<file path="config.mk">
export PLATFORM = sky130hd
export DESIGN_NAME = keccak_state_loader_flat
export DESIGN_NICKNAME = d
export VERILOG_FILES = /design/src/rtl/keccak_state_loader_if.sv /design/src/rtl/keccak_state_loader.sv /design/src/flat_wrapper.sv
export SDC_FILE = /design/constraint.sdc
export NUM_CORES = 2
export LEC_CHECK = 0
export CAP_MARGIN = 30
export CORE_AREA = 2 2 646 648
export CTS_CLUSTER_DIAMETER = 80
export DETAILED_ROUTE_END_ITERATION = 10
export DIE_AREA = 0 0 648 650
export PLACE_DENSITY = 0.38
export SYNTH_ARGS = -nofsm -noshare
export SYNTH_HDL_FRONTEND = slang
export SYNTH_SLANG_ARGS = --single-unit
export TNS_END_PERCENT = 30
</file>
<file path="constraint.sdc">
create_clock -name i_clk -period 3.9 [get_ports i_clk]
set_clock_uncertainty 0.05 [all_clocks]
set_input_delay 0.975 -clock i_clk [delete_from_list [all_inputs] [get_ports i_clk]]
set_output_delay 0.975 -clock i_clk [all_outputs]
set_load 0.005 [all_outputs]
</file>
<file path="src/rtl/keccak_state_loader_if.sv">
// rtl/keccak_state_loader_if.sv - lane-word input stream and assembled-state output handshake
interface keccak_state_loader_if;
    logic [63:0]   i_v_word;
    logic          i_valid;
    logic          i_last;
    logic          o_ready;
    logic [1599:0] o_v_data;
    logic          o_valid;
    logic          i_ready;
    logic [4:0]    o_lane_cnt;

    modport master (
        output i_v_word, i_valid, i_last, i_ready,
        input  o_ready, o_v_data, o_valid, o_lane_cnt
    );

    modport slave (
        input  i_v_word, i_valid, i_last, i_ready,
        output o_ready, o_v_data, o_valid, o_lane_cnt
    );
endinterface

</file>
<file path="src/rtl/keccak_state_loader.sv">
// rtl/keccak_state_loader.sv - assembles a 1600-bit Keccak state from 64-bit lane words
module keccak_state_loader (
    input  logic                  i_clk,
    input  logic                  i_rst,
    keccak_state_loader_if.slave  bus
);
    localparam int LANE_W    = 64;
    localparam int NUM_LANES = 25;
    localparam int STATE_W   = LANE_W * NUM_LANES;

    typedef enum logic {FILL, FULL} state_t;

    state_t               state;
    logic [STATE_W-1:0]   data_q;
    logic [4:0]           cnt_q;
    logic                 valid_q;
    logic                 ready_q;
    logic [10:0]          lane_base;

    assign lane_base = {cnt_q, 6'd0};

    always_ff @(posedge i_clk) begin
        if (i_rst) begin
            state   <= FILL;
            data_q  <= '0;
            cnt_q   <= '0;
            valid_q <= 1'b0;
            ready_q <= 1'b1;
        end else if (state == FILL) begin
            if (bus.i_valid && ready_q) begin
                data_q[lane_base +: LANE_W] <= bus.i_v_word;
                cnt_q                       <= cnt_q + 5'd1;
                if (cnt_q == 5'(NUM_LANES - 1) || bus.i_last) begin
                    state   <= FULL;
                    ready_q <= 1'b0;
                    valid_q <= 1'b1;
                end
            end
        end else begin
            // Clearing on the way back to FILL is what zero-fills lanes after an early i_last.
            if (bus.i_ready) begin
                state   <= FILL;
                data_q  <= '0;
                cnt_q   <= '0;
                valid_q <= 1'b0;
                ready_q <= 1'b1;
            end
        end
    end

    assign bus.o_ready    = ready_q;
    assign bus.o_valid    = valid_q;
    assign bus.o_v_data   = data_q;
    assign bus.o_lane_cnt = cnt_q;
endmodule

</file>
<file path="src/flat_wrapper.sv">
// flat-port wrapper written by rule: the top's interface ports become plain ports
module keccak_state_loader_flat 
  (i_clk, i_rst, bus_i_v_word, bus_i_valid, bus_i_last, bus_i_ready, bus_o_ready, bus_o_v_data, bus_o_valid, bus_o_lane_cnt);
  keccak_state_loader_if bus_i ();
  input  logic i_clk;
  input  logic i_rst;
  input wire logic [$bits(bus_i.i_v_word)-1:0] bus_i_v_word;
  input wire logic [$bits(bus_i.i_valid)-1:0] bus_i_valid;
  input wire logic [$bits(bus_i.i_last)-1:0] bus_i_last;
  input wire logic [$bits(bus_i.i_ready)-1:0] bus_i_ready;
  output wire logic [$bits(bus_i.o_ready)-1:0] bus_o_ready;
  output wire logic [$bits(bus_i.o_v_data)-1:0] bus_o_v_data;
  output wire logic [$bits(bus_i.o_valid)-1:0] bus_o_valid;
  output wire logic [$bits(bus_i.o_lane_cnt)-1:0] bus_o_lane_cnt;
  assign bus_i.i_v_word = bus_i_v_word;
  assign bus_i.i_valid = bus_i_valid;
  assign bus_i.i_last = bus_i_last;
  assign bus_i.i_ready = bus_i_ready;
  assign bus_o_ready = bus_i.o_ready;
  assign bus_o_v_data = bus_i.o_v_data;
  assign bus_o_valid = bus_i.o_valid;
  assign bus_o_lane_cnt = bus_i.o_lane_cnt;
  keccak_state_loader u_core (.i_clk(i_clk), .i_rst(i_rst), .bus(bus_i));
endmodule
</file>
==> flow_summary.toml <==
[status]
status = "completed"

[synth]
ys_seq_elements = 1608
synthDistinctLibCells = 52
seq_area_frac_synth_pct = 63.7
synth_area_per_cell_um2 = 12.5
netlist_instances = 4046
synth-main-ff-cell = "dfxtp_1"
synth_edf_count = 0
async_flop_share_pct = 0
syn-cell-area_mm2 = 0.0505
ys.warnings.count = 0
syn_nets = 4120

[route]
drt_pre_antenna_iters = 5
drtAntennaViolNets = 0
routedWlPerCell_um = 32.1
vias = 45077
wl_mm = 366
initialDrtViolationCount = 3839
via_per_inst = 3.96
drcViolationCount = 0

[timing]
fin_crit_sh_pct = 88.9
period_needed_ns = 3.47
rsz0062_at_grt = "no"
setup_viol = 0
tns_ns = 0
whs_ns = 0.344
fmax_mhz = 288
max_slew_margin_pct = 26.0
slew_viol_final = 0
tightest_slew_ns = 1.11
hold_violations = 0

[die]
num_io_pins = 1676
die-area_mm2 = 0.421
initial_core_util_pct = 12.2
row_count = 237
core_mm2 = 0.415
die_x_um = 648
fp.dieH_um = 650

[min_path]
hp-start = "i_rst"
hold_path_end = "u_core.bus.o_lane_cnt[4]$_SDFFE_PP0P_"
hold_class = "input pin to flop"
worstHoldPathCells = 2

[clock_tree]
clock_latency_ns = 0.88
ctsResizeCount = 0
h-tree-depth = 4
clock-sinks = 1608
cts_tree = "yes"
post_cts.repair.setup_buffers = 0
clk_pin_slew_ns = 0.06
cts_hold_buf = 0
cts_buffer_depth = 4
cts_root_buf = "clkbuf_16"
cts_buffers = 202

[placement]
dp.final_hpwl_mm = 264
place.gp.congestion = 0.806
place_area_mm2 = 0.0754
port_buffers = 1675

[grt]
antenna_found_initial = 55
grt_pass1_vias = 44062
grt_pass1_wl_mm = 466
grt_max_degree = 100
grt-ovfl-total = 0
grt_usage_pct = 16.5

[power_and_ir_drop]
leakage_nw = 29.6
irDropWorstVdd_mv = 0.292
power_density_mw_per_mm2 = 473
power_mw = 39.0

[flow_run]
maxCapViolCount = 0

[setup_path]
reg2reg_setup_slack_ns = 0.43
cp.arrival_ns = 4.18
endpoint_kind = "flop"
r2r_cells = 8
reg2reg_to = "u_core.bus.o_v_data[1076]$_SDFFE_PP0P_"
r2r-start = "u_core.bus.o_lane_cnt[0]$_SDFFE_PP0P_"
worst-setup-path-type = "flop to flop"
cp-start-kind = "flop"
cp_max_fo = 39
worstPathRequired_ns = 4.62

[finish]
final_cell_mix = "clkdlybuf4s50_1 (1616), dfxtp_1 (1608), a22o_1 (1322), a32o_1 (278), clkbuf_16 (203)"
final_common_cell = "clkdlybuf4s50_1"
finalInstanceArea_mm2 = 0.0824
area_growth_pct = 63.1
final_net_count = 5752
drive_gt1_share_pct = 12.2
[synth_stat cells (9+ instances only)]
cell	number	share of area, %
dfxtp_1	1608	64
a22o_1	1322	23
clkbuf_1	373	2.8
a32o_1	278	5.5
and3_1	102	1.3
buf_2	99	0.98
nor2_1	68	0.50
buf_1	35	0.26
nand2_1	32	0.24
a21oi_1	15	0.15
a31oi_2	9	0.22
o21ai_0	9	0.089
[final cells by class]
| type | instances | area [um2] |
|---|---|---|
| fillers | 44701 | 332000 |
| flip-flops and latches | 1608 | 32200 |
| repair buffers | 1943 | 19700 |
| multi-input cells | 1918 | 16700 |
| well taps | 5497 | 6880 |
| clock buffers | 296 | 5960 |
| clock inverters | 69 | 967 |
| diodes | 39 | 97.6 |
| inverters | 5 | 18.8 |
[routing by layer]
layer  vias to the layer above  track usage, %  share of wire (%)
met4                         4            5.10                3.2
met2                      2169            29.1                 50
met3                       447            4.27                7.3
met1                     23453            19.4                 40
met5                         -               0             0.0074
li1                      19004               -                  -
[flip-flops by register name (all words and copies together) (netlist names)]
register               count
u_core.bus.o_lane_cnt      5
u_core.bus.o_ready         1
u_core.bus.o_v_data     1600
u_core.bus.o_valid         1
u_core.state               1
[cells by family after synthesis]
| family | synth area share [%] |
|---|---|
| AND/OR/NAND/NOR | 2.59 |
| AO/OA/AOI/OAI | 29.3 |
| XOR/XNOR | 0.0173 |
| adder cells (fa/ha/maj) | 0.124 |
| multiplexers | 0.0396 |
| flip-flops | 63.7 |
| buffers and inverters | 4.23 |
[how the worst max path moves through the flow]
stage | startpoint | end | slack (ns)
4_1_cts | u_core.bus.o_lane_cnt[2]$_SDFFE_PP0P_ | bus_o_lane_cnt[2] | 0.33
3_3_place_gp | bus_i_ready | u_core.bus.o_v_data[1272]$_SDFFE_PP0P_ | 0.04
6_report | u_core.bus.o_lane_cnt[0]$_SDFFE_PP0P_ | u_core.bus.o_v_data[1076]$_SDFFE_PP0P_ | 0.43
5_1_grt | u_core.bus.o_lane_cnt[2]$_SDFFE_PP0P_ | bus_o_lane_cnt[2] | 0.33
2_1_floorplan | u_core.bus.o_lane_cnt[0]$_SDFFE_PP0P_ | u_core.bus.o_v_data[236]$_SDFFE_PP0P_ | 1.02
3_5_place_dp | bus_i_valid | u_core.bus.o_v_data[719]$_SDFFE_PP0P_ | 0.28
[power breakdown]
group	internal [mW]	switching [mW]
Sequential	16.5	0.0376
Clock	11.6	8.05
Combinational	0.555	2.18
Total	28.7	10.3
[through the flow]
stage | setup slack, ns | cells | utilization (%)
floorplan | 1.02 | 4046 | -
detailed placement | 0.278 | 10971 | 18.2
global route | 0.326 | 11350 | 19.9
CTS | 0.330 | 11336 | 19.8
global placement | 0.0359 | 10965 | 18.2
finish | 0.433 | 11375 | 19.9
[worst max-delay path, stage by stage (launching register included)]
cell     delay [ns]
dfxtp_1        0.31
inv_1          0.18
ha_1           0.32
or3b_1         0.56
or3_4          0.43
o21a_4         0.19
or3_4          0.52
buf_16         0.25
a32o_1         0.37
Note: power is estimated with default switching activity, not from simulation.
